`src/rtl/demux14_lane_reg_pkg.sv`:
```
// Shared constants for the 1:4 registered lane demultiplexer.
//   LANE_A..LANE_D : lane select encoding, matches {s0,s1} and the rr_ptr value
//   NUM_LANES      : number of holding lanes
package demux14_lane_reg_pkg;

  localparam int NUM_LANES = 4;

  localparam logic [1:0] LANE_A = 2'b00;
  localparam logic [1:0] LANE_B = 2'b01;
  localparam logic [1:0] LANE_C = 2'b10;
  localparam logic [1:0] LANE_D = 2'b11;

endpackage

```
`src/rtl/demux14_lane_reg_lane.sv`:
```
// demux_lane_reg: one holding lane of the demultiplexer.
// A WIDTH-bit data register plus a valid bit with consumer acknowledge.
//   clk, rst_n : clock, asynchronous active-low reset (clears data and valid)
//   load_i     : an accepted word targets this lane this cycle
//   din_i      : word to store on load
//   ack_i      : consumer takes the held word this cycle
//   q_o        : held data
//   vld_o      : held data is valid
module demux_lane_reg #(
  parameter int WIDTH = 4
) (
  input  logic             clk,
  input  logic             rst_n,
  input  logic             load_i,
  input  logic [WIDTH-1:0] din_i,
  input  logic             ack_i,
  output logic [WIDTH-1:0] q_o,
  output logic             vld_o
);

  logic [WIDTH-1:0] data_q, data_d;
  logic             vld_q, vld_d;

  // A load wins over a simultaneous ack so a lane can be refilled in the
  // same cycle it is drained. An ack only clears valid; data is kept.
  always_comb begin
    data_d = data_q;
    vld_d  = vld_q;
    if (load_i) begin
      data_d = din_i;
      vld_d  = 1'b1;
    end else if (ack_i && vld_q) begin
      vld_d  = 1'b0;
    end
  end

  always_ff @(posedge clk or negedge rst_n) begin
    if (!rst_n) begin
      data_q <= '0;
      vld_q  <= 1'b0;
    end else begin
      data_q <= data_d;
      vld_q  <= vld_d;
    end
  end

  assign q_o   = data_q;
  assign vld_o = vld_q;

endmodule

```
`src/rtl/demux14_lane_reg.sv`:
```
// demux14_lane_reg: 1:4 registered demultiplexer with per-lane valid/ack.
// One input stream is steered into one of four holding lanes, selected either
// by {s0,s1} or by an internal round-robin pointer.
//   clk, rst_n      : clock, asynchronous active-low reset
//   din, din_valid  : source word and its valid
//   din_ready       : combinational; selected lane is empty or being acked
//   s0, s1          : manual lane select {s0,s1}: 00=A 01=B 10=C 11=D
//   rr_en           : 1 = select with rr_ptr instead of s0/s1
//   oa..od          : lane A..D held data
//   lane_vld        : per-lane valid, bit0=A .. bit3=D
//   lane_ack        : per-lane consume strobe, bit0=A .. bit3=D
//   rr_ptr          : current round-robin pointer
module demux14_lane_reg
  import demux14_lane_reg_pkg::*;
#(
  parameter int WIDTH = 4
) (
  input  logic             clk,
  input  logic             rst_n,
  input  logic [WIDTH-1:0] din,
  input  logic             din_valid,
  output logic             din_ready,
  input  logic             s0,
  input  logic             s1,
  input  logic             rr_en,
  output logic [WIDTH-1:0] oa,
  output logic [WIDTH-1:0] ob,
  output logic [WIDTH-1:0] oc,
  output logic [WIDTH-1:0] od,
  output logic [3:0]       lane_vld,
  input  logic [3:0]       lane_ack,
  output logic [1:0]       rr_ptr
);

  logic [1:0]           sel;
  logic                 accept;
  logic [NUM_LANES-1:0] load;
  logic [1:0]           rr_ptr_q, rr_ptr_d;
  logic [WIDTH-1:0]     lane_q [NUM_LANES];

  assign sel = rr_en ? rr_ptr_q : {s0, s1};

  // Ready looks at the lane state live, so an ack this cycle frees the lane
  // for the word presented in the same cycle.
  assign din_ready = ~lane_vld[sel] | lane_ack[sel];
  assign accept    = din_valid & din_ready;

  // One-hot decode of the select: the inverse of the 4:1 AND-OR mux.
  always_comb begin
    load = '0;
    if (accept) begin
      load[sel] = 1'b1;
    end
  end

  // The pointer only moves on a real transfer, so a stalled word retries
  // the same lane; with rr_en low it is frozen, not reset.
  always_comb begin
    rr_ptr_d = rr_ptr_q;
    if (accept && rr_en) begin
      rr_ptr_d = rr_ptr_q + 2'd1;
    end
  end

  always_ff @(posedge clk or negedge rst_n) begin
    if (!rst_n) begin
      rr_ptr_q <= LANE_A;
    end else begin
      rr_ptr_q <= rr_ptr_d;
    end
  end

  for (genvar i = 0; i < NUM_LANES; i++) begin : g_lane
    demux_lane_reg #(
      .WIDTH (WIDTH)
    ) u_lane (
      .clk    (clk),
      .rst_n  (rst_n),
      .load_i (load[i]),
      .din_i  (din),
      .ack_i  (lane_ack[i]),
      .q_o    (lane_q[i]),
      .vld_o  (lane_vld[i])
    );
  end

  assign oa     = lane_q[LANE_A];
  assign ob     = lane_q[LANE_B];
  assign oc     = lane_q[LANE_C];
  assign od     = lane_q[LANE_D];
  assign rr_ptr = rr_ptr_q;

endmodule

```
`config.mk`:
```
export PLATFORM = sky130hd
export DESIGN_NAME = demux14_lane_reg
export DESIGN_NICKNAME = d
export VERILOG_FILES = /design/src/rtl/demux14_lane_reg_pkg.sv /design/src/rtl/demux14_lane_reg_lane.sv /design/src/rtl/demux14_lane_reg.sv
export SDC_FILE = /design/constraint.sdc
export NUM_CORES = 1
export LEC_CHECK = 0
export ABC_AREA = 1
export BUFFER_PORTS_ARGS = -buffer_cell sky130_fd_sc_hd__clkbuf_2
export CAP_MARGIN = 30
export CORE_MARGIN = 5
export CORE_UTILIZATION = 48
export DETAILED_ROUTE_END_ITERATION = 12
export PLACE_DENSITY = 0.77
export SYNTH_ARGS = -nofsm -noshare
export SYNTH_HDL_FRONTEND = slang
export SYNTH_SLANG_ARGS = --single-unit
export TNS_END_PERCENT = 50
```
`constraint.sdc`:
```
create_clock -name clk -period 1.8 [get_ports clk]
set_input_delay 0.36 -clock clk [delete_from_list [all_inputs] [get_ports clk]]
set_output_delay 0.36 -clock clk [all_outputs]
set_load 0.02 [all_outputs]
```
=== Yosys cells after proc, flatten, opt, wreduce, memory -nomap -nowiden ===
Index checks and enable logic that the tools add are counted.

* Bits of input ports: 14
* Flip-flop bits (word level): 22
* Word-level logic and storage cells: 41

* Reduce and logical (&&, ||, !) cells: 10
* $lt $le $gt $ge: 2
* Add/subtract/negate cells: 1
* Bitwise logic cells: 3
* Muxes and demuxes: 16

{| class="wikitable"
|+ Operators with widths
! operator !! number
|-
| $mux 1 || 11
|-
| $reduce_bool 2->1 || 4
|-
| $logic_and 1x1->1 || 6
|-
| $bmux 1 s2 || 2
|-
| $mux 4 || 1
|-
| $lt 2x3->1 const B || 1
|-
| $add 2x1->2 const B || 1
|-
| $demux 1 s2 || 1
|-
| $ge 2x1->1 const B || 1
|-
| $mux 2 || 1
|-
| $and 1x1->1 || 1
|-
| $not 1->1 || 1
|-
| $or 1x1->1 || 1
|}

=== Longest topological paths before layout ===
* Depth in word-level cells: 8
* Gate-level depth with buffers: 13
* Mapped depth without buffers: 12

=== Cells and area by module ===
From an unflattened synthesis, not the netlist that was laid out.

* Cell total of the unflattened synthesis: 129
* Area total of the unflattened synthesis: 1003.5 µm²

{| class="wikitable"
|+ Modules (own cells, without submodules)
! module !! instances !! area an instance (µm²) !! seq. area each (µm²) !! cells each
|-
| demux_lane_reg || 4 || 185.2 || 125.1 || 21
|-
| demux14_lane_reg || 1 || 262.8 || 50.0 || 45
|}

=== Worst setup path before layout ===
OpenSTA, ideal clock, no wires.

* Path kind: reg-to-output
* Start point: register rr_ptr_q[0] (netlist: rr_ptr[0])
* End point: output port din_ready
* Cell stages (with the launch flop): 9
* Arrival time: 1269 ps
* Slack: 171 ps
* Required time: 1440 ps
* Cell sequence: dfrtp_1 -> nand2_1 -> nand2_4 -> nand2_1 -> o21ai_1 -> nand2_1 -> nand2_2 -> nand2_4 -> buf_6

* Cells in the longest elaborated chain, start to end: 5
* Elaborated cells between the ends (all ways): 7

{| class="wikitable"
|+ Ends and longest elaborated chain
! item !! RTL line !! RTL
|-
| start, declared || demux14_lane_reg.sv:38 || <nowiki>logic [1:0] rr_ptr_q, rr_ptr_d;</nowiki>
|-
| start signal, assigned || demux14_lane_reg.sv:69 || <nowiki>rr_ptr_q <= rr_ptr_d;</nowiki>
|-
| $mux 2 * || demux14_lane_reg.sv:41 || <nowiki>assign sel = rr_en ? rr_ptr_q : {s0, s1};</nowiki>
|-
| $bmux 1 s2 || demux14_lane_reg.sv:45 || <nowiki>assign din_ready = ~lane_vld[sel] | lane_ack[sel];</nowiki>
|-
| $mux 1 (implied by the code) || demux14_lane_reg.sv:45 ||
|-
| $not 1->1 || demux14_lane_reg.sv:45 ||
|-
| $or 1x1->1 * || demux14_lane_reg.sv:45 ||
|-
| end, declared || demux14_lane_reg.sv:22 || <nowiki>output logic din_ready,</nowiki>
|}

Every way passes the cells marked *; elsewhere a longest branch is shown, timed or not. The select of a mux whose other input is x is not followed.

=== Worst setup path in the final report ===
Same ends and word-level chain as after synthesis.

==> flow_summary.toml <==
[finish]
area_growth_pct = 25.7
fillers = 184
antenna_cells = 0
layout-drive-gt1-share_pct = 34.1
nets = 188

[yosys]
syn_area_per_cell_sq_um = 8.24
synth_area_sq_mm = 0.00109
ys_ff_latch = 22
synth.distinct_cells = 17
syn_inst = 132
synth_seq_area_share_pct = 50.6
synth.net_count = 146
ys_warn_count = 0

[global_route]
grt_first_pass_wirelength_um = 4340
grt_pass1_vias = 1027
grt_start_max_net_pins = 23
grt_antenna_before_repair = 0
grt_use_total_pct = 16.6
grt_overflow = 0

[floorplan]
fp-row-count = 17
core_sq_mm = 0.00219
die-area_sq_mm = 0.00332
die-height_um = 57.6
die_x_um = 57.6
initial_utilization_pct = 49.6
top_level_ports = 37

[route]
ant_nets = 0
drcViolationCount = 0
routed_via_density = 5.10
firstDrtPassIters = 4
drt-initial-drc-count = 48
wl_um = 2620
avgRoutedWirePerCell_um = 13.0
vias = 1025

[sta]
setup_viol = 0
fin_worst_skew_ns = 0.000703
setup_tns_ns = 0
rsz0062_at_grt = "yes"
finalCriticalPeriod_ns = 1.73
fmax_mhz = 576
worstMarginPinSlew_ns = 0.530
holdWs_ns = 0.00860
post-route-period-util_pct = 96.4
slew_headroom_pct = 64.7
maxSlewViolCount = 0
hold_violations = 0

[power_and_ir_drop]
leakagePower_uw = 0.000790
ir_worst_vdd_v = 0.000872
powerDensity_mw_per_mm2 = 1600

[setup_path]
crit_type = "flip-flop to output pin"
cpMostUsedCell = "nand2_2"
crit_chain = "nand2_2, nand2_4, nand2_2, nand2_2, nand2_1, nand2_1, inv_2, nand2_4, buf_8"
critical_path.max_stage_delay_ns = 0.41
slowest_stage = "dfrtp_1"
path_buf_inv = 2
worstPathRequired_ns = 1.44
arrival_ns = 1.37
critical_path.max_fanout = 7
crit_family = "simple AND/OR/NAND/NOR gates"
crit_path_end_kind = "output pin"
worst_setup_path_start_kind = "flip-flop"

[clocking]
postCtsHoldBufs = 0
clkTransAtPathRegs_ns = 0.12
cts-root-buf = "clkbuf_4"
cts_tree = "built"
clock_latency_ns = 0.30
clockBufferDepth = 2
cts.sinks = 22
cts_htree_levels = 1
cts_inserted_buffers = 3

[hold_path]
hp-class = "input pin to asynchronous set/reset pin"

[run_status]
status = "finished clean"

[placement]
port_buffers = 36
gp_congestion = 0.857
dpl.hpwl_um = 1930

[flow_run]
cap_violations = 0
power by group:
group	internal [uW]	switching, uW	leakage [uW]	total, uW
Combinational	388	712	0.000493	1100
Sequential	705	115	0.000276	821
Clock	123	148	0.0000210	272
kinds of logic (layout without fill, tap and decap cells):
| family | after synthesis | count (layout) | share of synthesized area [%] |
|---|---|---|---|
| xor+xnor | 1 | 1 | 0.806 |
| simple gates | 84 | 84 | 36.4 |
| compound gates | 6 | 6 | 2.76 |
| flops | 22 | 22 | 50.6 |
| buf+inv | 19 | 60 | 9.44 |
layout by cell type, fill, tap and decap left out:
master / count
buf_8: 1
clkbuf_2: 35
nand2_1: 49
inv_2: 1
dfrtp_1: 22
nand2_2: 5
o21ai_2: 1
buf_4: 9
o21ai_1: 1
nand3_1: 7
xor2_1: 1
nor2_1: 2
o21ai_0: 4
inv_1: 10
nand3_2: 1
clkbuf_4: 3
nand2_4: 2
clkbuf_8: 1
nand4_1: 18
cell type report:
cell class | instances | area, sq um | area share, %
Sequential cell | 22 | 551 | 40.3
Clock buffer | 4 | 36.3 | 2.66
Timing Repair Buffer | 45 | 258 | 18.9
Multi-Input combinational cell | 91 | 445 | 32.6
Tap cell | 28 | 35.0 | 2.56
Inverter | 11 | 41.3 | 3.02
registers in the layout (all words and copies together) (netlist names):
name	count
g_lane.u_lane.q_o	16
g_lane.u_lane.vld_o	4
rr_ptr	2
stage by stage:
step	instance area [sq um]	setup WS (ns)	power, uW	std cells	utilization [%]
after floorplan	1090	0.171	1530	132	-
after global placement	1280	0.0688	1830	193	58.4
after detailed placement	1280	0.0253	1860	193	58.4
after CTS	1350	0.0373	2190	200	61.7
after global routing	1370	-0.0402	2360	201	62.4
final	1370	0.0650	2190	201	62.4
layer usage:
metal / vias up / wire [um] / GRT usage, %
met5: - / 0 / 0
met4: 0 / 70 / 6.62
met3: 10 / 156 / 3.39
met2: 36 / 1320 / 27.6
met1: 462 / 1070 / 20.9
li1: 517 / - / -
Yosys cell counts:
library cell / n / area share, %
dfrtp_1: 22 / 51
nor2_1: 2 / 0.69
nand4_1: 18 / 10
buf_6: 2 / 2.1
buf_4: 4 / 2.8
nand2_1: 52 / 18
o21ai_0: 4 / 1.8
o21ai_1: 2 / 0.92
nand2_2: 2 / 1.2
inv_1: 10 / 3.5
clkbuf_1: 1 / 0.34
buf_2: 1 / 0.46
xor2_1: 1 / 0.81
nand3_1: 7 / 3.2
nand3_2: 1 / 0.92
nand2_4: 2 / 2.1
inv_2: 1 / 0.34
repair_timing:
item	4_1_cts	5_1_grt
pin swaps	1	4
gates resized for setup	4	3
setup buffers	3	1
setup endpoints to repair	1	1
worst paths after layout:
check	startpoint	slack, ns	to	cells after the start
hold reg to reg	g_lane[1].u_lane.q_o[1]	0.48	g_lane[1].u_lane.q_o[1]	2
hold / removal	rst_n	0.009	g_lane[2].u_lane.vld_o	1
max in group asynchronous	rst_n	1.44	g_lane[1].u_lane.q_o[1]	1
setup / recovery	rr_ptr[0]	0.07	din_ready	9
setup reg to reg	rr_ptr[0]	0.21	g_lane[1].u_lane.q_o[3]	11
min in group clk	lane_ack[2]	0.23	g_lane[2].u_lane.vld_o	2
Note: power is estimated with default switching activity, not from simulation.
